===== config.mk =====
export PLATFORM = sky130hd
export DESIGN_NAME = iobus_arbiter
export DESIGN_NICKNAME = d
export VERILOG_FILES = /design/src/rtl/iobus_arb_pkg.sv /design/src/rtl/iobus_arbiter_rr_pick2.sv /design/src/rtl/iobus_arbiter.sv
export SDC_FILE = /design/constraint.sdc
export NUM_CORES = 1
export LEC_CHECK = 0
export BUFFER_PORTS_ARGS = -buffer_cell sky130_fd_sc_hd__buf_2
export CORE_AREA = 2 2 140 142
export DETAILED_ROUTE_END_ITERATION = 10
export DIE_AREA = 0 0 142 144
export PLACE_DENSITY = 0.58
export SETUP_SLACK_MARGIN = 0.4
export SLEW_MARGIN = 5
export SYNTH_ARGS = -nofsm -noshare
export SYNTH_HDL_FRONTEND = slang
export SYNTH_SLANG_ARGS = --single-unit

===== constraint.sdc =====
create_clock -name CLK -period 2.4 [get_ports CLK]
set_input_delay 0.24 -clock CLK [delete_from_list [all_inputs] [get_ports CLK]]
set_output_delay 0.24 -clock CLK [all_outputs]
set_load 0.05 [all_outputs]

===== src/rtl/iobus_arb_pkg.sv =====
// Shared types for the two-master IOBUS arbiter: FSM state, master index,
// and the address driven onto the bus while it is idle.
package iobus_arb_pkg;

   typedef enum logic [1:0] {
      IDLE = 2'd0,
      BUS  = 2'd1,
      DONE = 2'd2
   } arb_state_t;

   typedef logic midx_t;

   // Address 0 decodes to no peripheral, so it is safe to park the bus there.
   localparam logic [31:0] IOBUS_IDLE_ADDR = 32'h0;

endpackage


===== src/rtl/iobus_arbiter_rr_pick2.sv =====
// Combinational two-way picker: lone requester wins; on contention either
// the master not granted last (round-robin) or master 0 (fixed priority).
module rr_pick2
   import iobus_arb_pkg::*;
(
   input  logic [1:0] req,
   input  midx_t      last,
   input  logic       fixed_prio,
   output logic       gnt_valid,
   output midx_t      gnt_idx
);

   always_comb begin
      gnt_valid = |req;
      if (req == 2'b11) begin
         gnt_idx = fixed_prio ? 1'b0 : ~last;
      end else begin
         gnt_idx = req[1];
      end
   end

endmodule


===== src/rtl/iobus_arbiter.sv =====
// Two-master IOBUS arbiter: IDLE -> BUS (one beat) -> DONE (ACK pulse).
// Define IOBUS_ARB_STATS_EN to build the per-master completion counters.
module iobus_arbiter
   import iobus_arb_pkg::*;
#(
   parameter int ADDR_W     = 32,
   parameter int DATA_W     = 32,
   parameter int FIXED_PRIO = 0
)
(
   input  logic              CLK,
   input  logic              RST,
   input  logic              M0_REQ,
   input  logic [ADDR_W-1:0] M0_ADDR,
   input  logic [DATA_W-1:0] M0_WDATA,
   input  logic              M0_WR,
   output logic [DATA_W-1:0] M0_RDATA,
   output logic              M0_ACK,
   input  logic              M1_REQ,
   input  logic [ADDR_W-1:0] M1_ADDR,
   input  logic [DATA_W-1:0] M1_WDATA,
   input  logic              M1_WR,
   output logic [DATA_W-1:0] M1_RDATA,
   output logic              M1_ACK,
   output logic [ADDR_W-1:0] IOBUS_ADDR,
   output logic [DATA_W-1:0] IOBUS_OUT,
   output logic              IOBUS_WR,
   input  logic [DATA_W-1:0] IOBUS_IN,
   output logic [31:0]       GRANT_CNT0,
   output logic [31:0]       GRANT_CNT1
);

   arb_state_t        r_state;
   midx_t             r_last;
   midx_t             r_owner;
   logic [ADDR_W-1:0] r_addr;
   logic [DATA_W-1:0] r_out;
   logic              r_wr;
   logic [DATA_W-1:0] r_rdata0;
   logic [DATA_W-1:0] r_rdata1;
   logic              r_ack0;
   logic              r_ack1;

   logic              w_fixed_prio;
   logic              w_gnt_valid;
   midx_t             w_gnt_idx;

   assign w_fixed_prio = (FIXED_PRIO != 0);

   rr_pick2 u_pick (
      .req        ({M1_REQ, M0_REQ}),
      .last       (r_last),
      .fixed_prio (w_fixed_prio),
      .gnt_valid  (w_gnt_valid),
      .gnt_idx    (w_gnt_idx)
   );

   always_ff @(posedge CLK) begin
      if (RST) begin
         r_state  <= IDLE;
         r_last   <= 1'b1;
         r_owner  <= 1'b0;
         r_addr   <= ADDR_W'(IOBUS_IDLE_ADDR);
         r_out    <= '0;
         r_wr     <= 1'b0;
         r_rdata0 <= '0;
         r_rdata1 <= '0;
         r_ack0   <= 1'b0;
         r_ack1   <= 1'b0;
      end else begin
         case (r_state)
            IDLE: begin
               if (w_gnt_valid) begin
                  r_owner <= w_gnt_idx;
                  r_last  <= w_gnt_idx;
                  r_addr  <= w_gnt_idx ? M1_ADDR  : M0_ADDR;
                  r_out   <= w_gnt_idx ? M1_WDATA : M0_WDATA;
                  r_wr    <= w_gnt_idx ? M1_WR    : M0_WR;
                  r_state <= BUS;
               end
            end
            BUS: begin
               // Read data is captured on writes too; the master ignores it.
               if (r_owner) begin
                  r_rdata1 <= IOBUS_IN;
                  r_ack1   <= 1'b1;
               end else begin
                  r_rdata0 <= IOBUS_IN;
                  r_ack0   <= 1'b1;
               end
               r_addr  <= ADDR_W'(IOBUS_IDLE_ADDR);
               r_out   <= '0;
               r_wr    <= 1'b0;
               r_state <= DONE;
            end
            DONE: begin
               r_ack0  <= 1'b0;
               r_ack1  <= 1'b0;
               r_state <= IDLE;
            end
            default: r_state <= IDLE;
         endcase
      end
   end

   assign IOBUS_ADDR = r_addr;
   assign IOBUS_OUT  = r_out;
   // Gating with reset keeps a peripheral from committing a write mid-reset.
   assign IOBUS_WR   = r_wr & ~RST;
   assign M0_RDATA   = r_rdata0;
   assign M1_RDATA   = r_rdata1;
   assign M0_ACK     = r_ack0;
   assign M1_ACK     = r_ack1;

`ifdef IOBUS_ARB_STATS_EN
   logic [31:0] r_grant_cnt0;
   logic [31:0] r_grant_cnt1;

   always_ff @(posedge CLK) begin
      if (RST) begin
         r_grant_cnt0 <= '0;
         r_grant_cnt1 <= '0;
      end else begin
         if (r_ack0) r_grant_cnt0 <= r_grant_cnt0 + 32'd1;
         if (r_ack1) r_grant_cnt1 <= r_grant_cnt1 + 32'd1;
      end
   end

   assign GRANT_CNT0 = r_grant_cnt0;
   assign GRANT_CNT1 = r_grant_cnt1;
`else
   assign GRANT_CNT0 = 32'd0;
   assign GRANT_CNT1 = 32'd0;
`endif

endmodule

After elaboration in Yosys (flattened, before gate mapping):

Cells that the tools add are included.

* logic and storage cells: 46
* bits in writable memories: 0
* register bits after elaboration: 135
* output and inout bits: 195
* ROM bits: 0
* memories: 0
* bits in latches: 0
* input port bits: 166

* equality and inequality tests: 6
* reduce and logical (&&, ||, !) cells: 10
* div/mod/pow operators: 0
* $mul: 0
* bitwise logic cells: 4
* shifts and indexed selects: 0
* $lt $le $gt $ge: 0
* add/subtract/negate cells: 0
* mux-type cells: 16

Operators with widths (number)
* $mux 32: 4
* $pmux 32 s2: 2
* $reduce_and 2->1: 6
* $pmux 1 s2: 3
* $mux 1: 5
* $eq 2x2->1 const B: 2
* $ne 2x2->1 const B: 2
* $pmux 2 s2: 1
* $reduce_bool 2->1: 2
* $not 1->1: 3
* $eq 2x1->1 const B: 1
* $logic_not 2->1: 1
* $mux 2: 1
* $ne 2x1->1 const B: 1
* $reduce_or 2->1: 1
* $and 1x1->1: 1

Longest topological paths before layout:

Gate-level depths: netlist of the first run.

* depth in word-level cells: 5
* gate-level depth with buffers: 6
* gate-level depth less buffers: 3

Modules after synthesis:

Synthesis of the first run repeated with hierarchy kept, for this count alone.

* cells, all modules: 646
* area total of the unflattened synthesis: 5878.1 sq um

By module, submodules not included
* iobus_arbiter: area each 5860.6 sq um, instances 1, cells each 643, sequential area each 2702.6 sq um
* rr_pick2: area each 17.5 sq um, instances 1, cells each 3, sequential area each 0.0 sq um

Worst setup path after synthesis of the first run:

OpenSTA, ideal clock, no wires.

* kind: register to register
* start: register r_state[1]
* end: register r_rdata0[10], in the netlist M0_RDATA[10]
* arrival time: 1.322 ns
* slack: 0.946 ns
* clock period less this slack: 1.454 ns
* buffers on the path: 3
* cell stages (with the launch flop): 7
* cells stage by stage: dfxtp_1 > buf_6 > or3b_2 > clkbuf_1 > clkbuf_1 > nand2_1 > a21oi_1

* word-level cells in the longest chain between the ends: 2

Ends and longest elaborated chain
* from (decl): RTL line iobus_arbiter.sv:33 `arb_state_t r_state;`
* from (signal assigned): RTL line iobus_arbiter.sv:60 `r_state <= IDLE;`
* from (signal assigned): RTL line iobus_arbiter.sv:79 `r_state <= BUS;`
* from (signal assigned): RTL line iobus_arbiter.sv:94 `r_state <= DONE;`
* $eq 2x1->1: RTL line iobus_arbiter.sv:71 `case (r_state)`
* $reduce_and 2->1 (no source line)
* to (signal assigned): RTL line iobus_arbiter.sv:66 `r_rdata0 <= '0;`
* to (signal assigned): RTL line iobus_arbiter.sv:88 `r_rdata0 <= IOBUS_IN;`
* to (decl): RTL line iobus_arbiter.sv:39 `logic [DATA_W-1:0] r_rdata0;`

Every way passes these cells.
A chain may end at the register's enable or synchronous reset.

Worst setup path in the final report of the first run:

* start: register r_state[0]
* end: register r_rdata0[27], in the netlist M0_RDATA[27]

Same word-level chain as after synthesis.

==> results.cfg, run 1 <==
[logic_synthesis]
ys_warn_count = 0
ys_top_cells_by_area = dfxtp_1 48%, mux2i_1 12%, o2bb2ai_1 10%
synthCells = 594
synth.avg_cell_area_sq_um = 9.47
ys_seq_area_share_pct = 48.0
synth-seq-cells = 135
synth.distinct_cells = 27
yosysTopAreaCell = dfxtp_1
synth_area_sq_mm = 0.00563
synth.top_cell.area_share_pct = 48.0

[sta]
period_needed_ps = 1720
rsz0062_at_grt = false
finalSetupViolCount = 0
clock-skew-final_ps = 9.71
hold_slack_ps = 71.7
worst_pin_slew_ps = 745
hold_viol_final = 0
slew_violations = 0
period_share_pct = 71.6
fmaxAchievable_mhz = 582
finalSetupTns_ps = 0
slew_headroom_pct = 50.4
setup_ws_ps = 681

[critical_path]
cp.arrival_ps = 1980
critical_path.top_delay_family = simple AND/OR/NAND/NOR gates
reg2reg_depth = 3
worstPathCellList = or3b_2 -> nand2_1 -> a21oi_1
critPathRequiredTime_ps = 2660
reg2reg_from = r_state[0]$_SDFFE_PP0P_
cpMaxStageDelayCell = or3b_2
reg2reg_slack_ps = 680
path_class = reg -> reg
cp.depth = 3
crit_path_end = M0_RDATA[27]$_SDFFE_PP0P_
crit_path_start = r_state[0]$_SDFFE_PP0P_
cp-end-kind = register
crit_fanout = 32
crit_buf_inv = 0
r2r-end = M0_RDATA[27]$_SDFFE_PP0P_
start_kind = register
crit_path_max_incr_delay_ps = 790

[place]
hpwl_mm = 12.0
gp_congestion = 0.784
dp_cells = 1090
io_buffers = 296
dp_slack_ps = 647

[cts]
clockBufferDepth = 2
path_clk_slew_ps = 60
cts_buffers = 17
cts_resized = 0
hold_buffers = 0
cts_root_buffer = clkbuf_16
cts_max_level = 4
post_cts_buffers = 0
clk-insertion-delay-late_ps = 410
cts_sinks = 135
cts_tree = done

[detailed_routing]
dr.first_iter.drc_count = 98
ant_nets = 0
first_pass_iters = 4
post_drt_via_cell_ratio = 4.40
vias = 4935
drcViolationCount = 0
wl_mm = 16.5
wire_per_inst_um = 14.7

[finish]
final_common_cell = buf_2
layout_common_cells = 296 x buf_2, 135 x dfxtp_1, 132 x nand2_1
syn2layout_area_growth_pct = 35.0
drive_gt1_share_pct = 38.2
final_net_count = 1037
final_cells = 1122

[pwr]
ir_drop_mv = 0.472
p_per_area_mw_per_mm2 = 837
power.total_mw = 6.36
power.leakage_nw = 3.58

[global_route]
gr-total-overflow = 0
antenna_found_initial = 1
grt_max_degree = 67
grt_use_total_pct = 15.4
grt_pass1_wl_mm = 24.1
grt_pass1_vias = 4364

[die]
die_y_um = 144
die_w_um = 142
rows = 51
core_sq_mm = 0.0191
die_area_sq_mm = 0.0204
boundaryPins = 361
start_util_pct = 29.5

[outcome]
status = finished clean

[flow_run]
cap_viol_max_count = 0

[min_path]
holdCritPathClass = in -> reg
==> area by class of cell <==
class	instances	area (sq um)
inverters	2	7.51
clock buffers	21	460
multi-input cells	412	2460
diodes	1	2.50
well taps	238	298
repair buffers	303	1570
clock inverters	10	97.6
flip-flops and latches	135	2700
fillers	1991	11500
==> synth_stat cells <==
master	count
nor3b_1	1
a221o_1	1
a2bb2oi_1	1
and3b_1	1
or3_1	1
buf_4	65
a21boi_1	1
nor2_1	3
nor3b_2	1
o31ai_1	1
dfxtp_1	135
mux2i_1	65
clkbuf_1	19
nor2b_1	3
a21oi_4	1
o21ai_0	1
inv_1	2
conb_1	1
or3b_2	1
or4_4	1
o2bb2ai_1	65
buf_1	1
nand2_1	132
a21oi_1	67
nand3b_1	1
buf_2	17
buf_6	6
==> worst min-delay path, stage by stage <==
cell	delay (ps)
buf_2	100
nand2_1	50
a21oi_1	50
==> sequential cells by signal, indices dropped and copies added, names as in the netlist <==
name	flops
r_last	1
M1_RDATA	32
IOBUS_OUT	32
M0_ACK	1
M0_RDATA	32
r_owner	1
r_state	2
r_wr	1
IOBUS_ADDR	32
M1_ACK	1
==> power breakdown <==
part	internal [mW]	leakage, nW	total, mW	switching [mW]
sequential	2.39	1.10	2.47	0.0795
combinational	0.354	2.21	1.41	1.06
clock	1.48	0.266	2.47	0.996
==> how the worst min path moves through the flow <==
stage / start / end / cells after the start
2_1_floorplan: IOBUS_IN[0] / M0_RDATA[0]$_SDFFE_PP0P_ / 2
3_3_place_gp: M0_RDATA[17]$_SDFFE_PP0P_ / M0_RDATA[17]$_SDFFE_PP0P_ / 2
3_5_place_dp: IOBUS_ADDR[12]$_SDFFE_PP0P_ / IOBUS_ADDR[12]$_SDFFE_PP0P_ / 1
4_1_cts: IOBUS_IN[14] / M0_RDATA[14]$_SDFFE_PP0P_ / 3
5_1_grt: IOBUS_IN[14] / M0_RDATA[14]$_SDFFE_PP0P_ / 3
6_report: IOBUS_IN[7] / M0_RDATA[7]$_SDFFE_PP0P_ / 3
==> per-stage QoR <==
| step | util [%] | cell area (sq um) |
|---|---|---|
| 3_3_place_gp | 36.9 | 7040 |
| 6_report | 39.8 | 7600 |
| 3_5_place_dp | 36.9 | 7040 |
| 2_1_floorplan | - | 5860 |
| 4_1_cts | 39.8 | 7590 |
| 5_1_grt | 39.8 | 7590 |
==> logic make-up (layout without fill, tap and decap cells) <==
group / after synthesis / count (layout) / share of synthesized area (%)
compound gates: 138 / 138 / 17.1
buf+inv: 110 / 336 / 12.9
simple gates: 145 / 145 / 10.4
flops: 135 / 135 / 48.0
other cells: 1 / 65 / 0.0666
mux: 65 / 65 / 11.6
==> routing by layer <==
metal	vias up	routed length, um	track usage, %
met3	22	1640	7.19
met2	203	7950	25.1
met1	2239	6650	17.7
met4	0	274	6.00
li1	2471	-	-
met5	-	0	0
Note: power is estimated with default switching activity, not from simulation.
==> inputs of run 2 (changes only) <==
==> constraint.sdc (replaced) <==
create_clock -name CLK -period 1.7 [get_ports CLK]
set_input_delay 0.17 -clock CLK [delete_from_list [all_inputs] [get_ports CLK]]
set_output_delay 0.17 -clock CLK [all_outputs]
set_load 0.05 [all_outputs]
==> results.cfg, run 2 (synthesis gave the netlist of run 1 again) <==
[outcome]
status = finished clean

[min_path]
holdCritPathClass = in -> reg
hold_path_end = M0_RDATA[15]$_SDFFE_PP0P_
whs_path_depth = 3
holdCritStartpoint = IOBUS_IN[15]

[die]
die_w_um = 142
die_area_sq_mm = 0.0204
start_util_pct = 29.5
rows = 51
die_y_um = 144
core_sq_mm = 0.0191
boundaryPins = 361

[place]
gp_congestion = 0.782
dp_slack_ps = 173
dp_cells = 1097
hpwl_mm = 11.5
io_buffers = 296

[critical_path]
start_kind = register
cp-end-kind = register
reg2reg_from = r_state[0]$_SDFFE_PP0P_
critPathRequiredTime_ps = 2040
r2r-end = IOBUS_ADDR[13]$_SDFFE_PP0P_
cp.arrival_ps = 1830
crit_fanout = 17
path_class = reg -> reg
reg2reg_slack_ps = 210
reg2reg_depth = 3

[global_route]
grt_max_degree = 67
grt_pass1_wl_mm = 24.7
gr-total-overflow = 0
grt_use_total_pct = 15.6
grt_pass1_vias = 4588
antenna_found_initial = 1

[detailed_routing]
ant_nets = 0
wire_per_inst_um = 16.1
drcViolationCount = 0
first_pass_iters = 4
wl_met2_mm = 9.26
wl_met1_mm = 8.25
wl_met3_mm = 1.19
dr.first_iter.drc_count = 162
routed.top_layer = met4
post_drt_via_cell_ratio = 4.46
wl_mm = 19.0
vias = 5269

[sta]
hold_viol_final = 0
fmaxAchievable_mhz = 671
rsz0062_at_grt = true
finalSetupViolCount = 0
hold_slack_ps = 16.3
clock-skew-final_ps = 9.52
slew_violations = 0
finalSetupTns_ps = 0
period_needed_ps = 1490
period_share_pct = 87.7
setup_ws_ps = 209

[pwr]
clkPwrFrac_pct = 38.5
p_per_area_mw_per_mm2 = 1100
p_seq_share_pct = 36.4
p_int_mw = 6.43
comb_power_share_pct = 25.0
ir_drop_mv = 0.692
sw_frac_of_total_pct = 33.0
power.leakage_nw = 4.07
p_sw_mw = 3.17

[finish]
layout_common_cells = 295 x buf_2, 132 x dfxtp_1, 132 x nand2_1
syn2layout_area_growth_pct = 54.6
final_net_count = 1095
fill_cells = 1866
drive_gt1_share_pct = 43.9
final_common_cell = buf_2
final_cells = 1181
fin_util_pct = 45.6

[cts]
cts_max_level = 4
cts_tree = done
cts_root_buffer = clkbuf_16
clockBufferDepth = 2
cts_buffers = 17
path_clk_slew_ps = 60
cts_sinks = 135
clk-insertion-delay-late_ps = 410

[flow_run]
cap_viol_max_count = 0
[run 2: cell count changes in the layout (fill, tap and decap cells not counted), moves of 4 or more]
cell and change:
buf_16 +4, buf_4 +11, buf_6 +6, clkbuf_16 +8, dlygate4sd3_1 +22, o2bb2ai_1 -31
o2bb2ai_2 +30
[run 2: power by group through the flow]
stage,logic [mW],clock network [mW],registers [mW]
after floorplan,0.959,0,4.22
after global placement,2.05,0,3.55
after detailed placement,2.06,0,3.55
after CTS,2.18,3.78,3.48
after global routing,2.54,3.92,3.52
final,2.40,3.70,3.50
[run 2: critical path: stages, from the launching register on]
cell and delay (ps):
dfxtp_4 360, or4_4 650, clkbuf_16 240, o2bb2ai_1 160
[run 2: worst max-delay path by stage]
| stage | startpoint | endpoint | slack, ps |
|---|---|---|---|
| final | r_state[0]$_SDFFE_PP0P_ | IOBUS_ADDR[13]$_SDFFE_PP0P_ | 210 |
| after global routing | r_state[0]$_SDFFE_PP0P_ | IOBUS_OUT[21]$_SDFFE_PP0P_ | 180 |
| after CTS | r_state[0]$_SDFFE_PP0P_ | IOBUS_ADDR[21]$_SDFFE_PP0P_ | 230 |
| after detailed placement | r_state[0]$_SDFFE_PP0P_ | IOBUS_OUT[15]$_SDFFE_PP0P_ | 170 |
| after global placement | r_state[0]$_SDFFE_PP0P_ | IOBUS_OUT[12]$_SDFFE_PP0P_ | 200 |
| after floorplan | r_state[1]$_SDFFE_PP0P_ | IOBUS_ADDR[25]$_SDFFE_PP0P_ | 330 |
[run 2: per-layer routing]
metal,GRT usage [%],vias up
li1,-,2610
met1,19.5,2416
met2,25.9,225
met3,4.30,18
met4,5.58,0
met5,0,-
[run 2: area by class of cell]
type	instances	area (sq um)	area share, %
diodes	1	2.50	0.0288
repair buffers	359	2370	27.2
flip-flops and latches	135	2710	31.2
clock buffers	20	437	5.02
inverters	2	7.51	0.0863
multi-input cells	414	2720	31.3
clock inverters	12	154	1.77
well taps	238	298	3.42
[run 2: per-stage QoR]
step	total power, mW	area (sq um)
global route	9.99	8700
floorplan	5.18	5930
CTS	9.45	8140
global placement	5.60	7130
finish	9.60	8700
detailed placement	5.60	7130
[run 2: repair_timing]
action | 4_1_cts | 5_1_grt
setup endpoints to repair | 131 | 132
hold buffers | 22 | 0
setup buffers | 7 | 5
resized for setup | 12 | 50
pin swaps | 2 | 2
endpoints found under the hold margin | 29 | 0
cloned | 4 | 13
==> inputs of run 3 (changes only) <==
--- a/config.mk
+++ b/config.mk
@@ -5,7 +5,7 @@
 export SDC_FILE = /design/constraint.sdc
 export NUM_CORES = 1
 export LEC_CHECK = 0
-export BUFFER_PORTS_ARGS = -buffer_cell sky130_fd_sc_hd__buf_2
+export BUFFER_PORTS_ARGS = -buffer_cell sky130_fd_sc_hd__clkbuf_2
 export CORE_AREA = 2 2 140 142
 export DETAILED_ROUTE_END_ITERATION = 10
 export DIE_AREA = 0 0 142 144
==> results.cfg, run 3 (synthesis gave the netlist of run 1 again) <==
[sta]
period_needed_ps = 1460
finalSetupViolCount = 0
slew_violations = 0
fmaxAchievable_mhz = 686
rsz0062_at_grt = true
finalSetupTns_ps = 0
hold_viol_final = 0
clock-skew-final_ps = 6.70
period_share_pct = 85.8

[finish]
final_net_count = 1111
drive_gt1_share_pct = 47.6
final_common_cell = clkbuf_2
layout_common_cells = 293 x clkbuf_2, 132 x dfxtp_1, 99 x nand2_1
fin_area_sq_mm = 0.00901
diodes = 0
syn2layout_area_growth_pct = 60.2

[detailed_routing]
vias = 5421
dr.first_iter.drc_count = 114
wire_per_inst_um = 16.2
wl_mm = 19.4
ant_nets = 0
post_drt_via_cell_ratio = 4.53
drcViolationCount = 0
first_pass_iters = 4

[flow_run]
cap_viol_max_count = 0

[pwr]
p_int_mw = 6.26
power.leakage_nw = 4.20
ir_drop_mv = 0.654
p_sw_mw = 3.26
p_seq_share_pct = 36.7
p_per_area_mw_per_mm2 = 1060
clkPwrFrac_pct = 37.4
comb_power_share_pct = 25.8
sw_frac_of_total_pct = 34.2

[outcome]
status = finished clean

[min_path]
holdCritPathClass = in -> reg
hold_path_end = IOBUS_ADDR[23]$_SDFFE_PP0P_
whs_path_depth = 3
holdCritStartpoint = M0_ADDR[23]

[die]
start_util_pct = 29.5
core_sq_mm = 0.0191
boundaryPins = 361
rows = 51
die_y_um = 144
die_area_sq_mm = 0.0204
die_w_um = 142

[critical_path]
r2r-end = IOBUS_ADDR[2]$_SDFFE_PP0P_
path_class = reg -> reg
start_kind = register
reg2reg_depth = 4
critPathRequiredTime_ps = 2030
crit_fanout = 9
cp-end-kind = register
reg2reg_slack_ps = 240
cp.arrival_ps = 1790
reg2reg_from = r_state[0]$_SDFFE_PP0P_

[cts]
clockBufferDepth = 2
cts_root_buffer = clkbuf_16
cts_max_level = 4
cts_sinks = 135
path_clk_slew_ps = 60
cts_buffers = 17
clk-insertion-delay-late_ps = 410
cts_tree = done

[global_route]
gr-total-overflow = 0
grt_max_degree = 70
grt_pass1_wl_mm = 25.4
grt_use_total_pct = 16.0
grt_pass1_vias = 4756
antenna_found_initial = 0

[place]
io_buffers = 296
place_area_sq_mm = 0.00713
gp_congestion = 0.778
hpwl_mm = 11.5
-- run 3: area by class of cell --
class | instances | area [sq um]
Clock buffer | 20 | 457
Clock inverter | 12 | 118
Fill cell | 1841 | 10100
Inverter | 2 | 7.51
Multi-Input combinational cell | 414 | 2850
Sequential cell | 135 | 2710
Tap cell | 238 | 298
Timing Repair Buffer | 375 | 2570
-- run 3: worst max-delay path: stages (launching register included) --
cell,delay [ps]
dfxtp_4,340
buf_6,130
or4_4,540
buf_16,200
o2bb2ai_1,170
-- run 3: what timing repair did --
item,CTS,global route
pin swaps,2,52
gates cloned,4,13
endpoints found under the hold margin,58,0
setup buffers,6,15
hold buffers,32,0
gates resized for setup,14,111
setup endpoints to repair,131,134
-- run 3: power by group through the flow --
stage	logic, mW	clock network [mW]	registers, mW
6_report	2.46	3.56	3.50
5_1_grt	2.58	3.82	3.52
4_1_cts	2.20	3.66	3.49
3_5_place_dp	2.05	0	3.56
3_3_place_gp	2.04	0	3.56
2_1_floorplan	0.959	0	4.22
-- run 3: worst max-delay path by stage --
stage               cells past startpoint                     endpoint                     from
floorplan                               5  IOBUS_ADDR[25]$_SDFFE_PP0P_  r_state[1]$_SDFFE_PP0P_
global placement                        4   IOBUS_OUT[13]$_SDFFE_PP0P_  r_state[0]$_SDFFE_PP0P_
detailed placement                      4   IOBUS_OUT[23]$_SDFFE_PP0P_  r_state[0]$_SDFFE_PP0P_
CTS                                     4   IOBUS_ADDR[5]$_SDFFE_PP0P_  r_state[0]$_SDFFE_PP0P_
global route                            4   IOBUS_ADDR[4]$_SDFFE_PP0P_  r_state[0]$_SDFFE_PP0P_
finish                                  4   IOBUS_ADDR[2]$_SDFFE_PP0P_  r_state[0]$_SDFFE_PP0P_
-- run 3: routing by layer --
metal | up-vias | global-route usage, % | wire, um | part of all wire [%]
met1 | 2547 | 19.9 | 8520 | 44
met5 | - | 0 | 0 | 0
met3 | 26 | 4.17 | 929 | 4.8
li1 | 2646 | - | - | -
met2 | 202 | 26.5 | 9510 | 49
met4 | 0 | 6.42 | 409 | 2.1
-- run 3: per-stage QoR --
step           instances  power [mW]  setup WS (ps)  hold slack, ps  util [%]
3_5_place_dp        1094        5.61            129             413      37.4
3_3_place_gp        1094        5.60            161             410      37.4
2_1_floorplan        657        5.18            327             306         -
5_1_grt             1196        9.92            200            17.7      47.2
4_1_cts             1168        9.35            260            8.06      43.1
6_report            1196        9.51            241            24.0      47.2
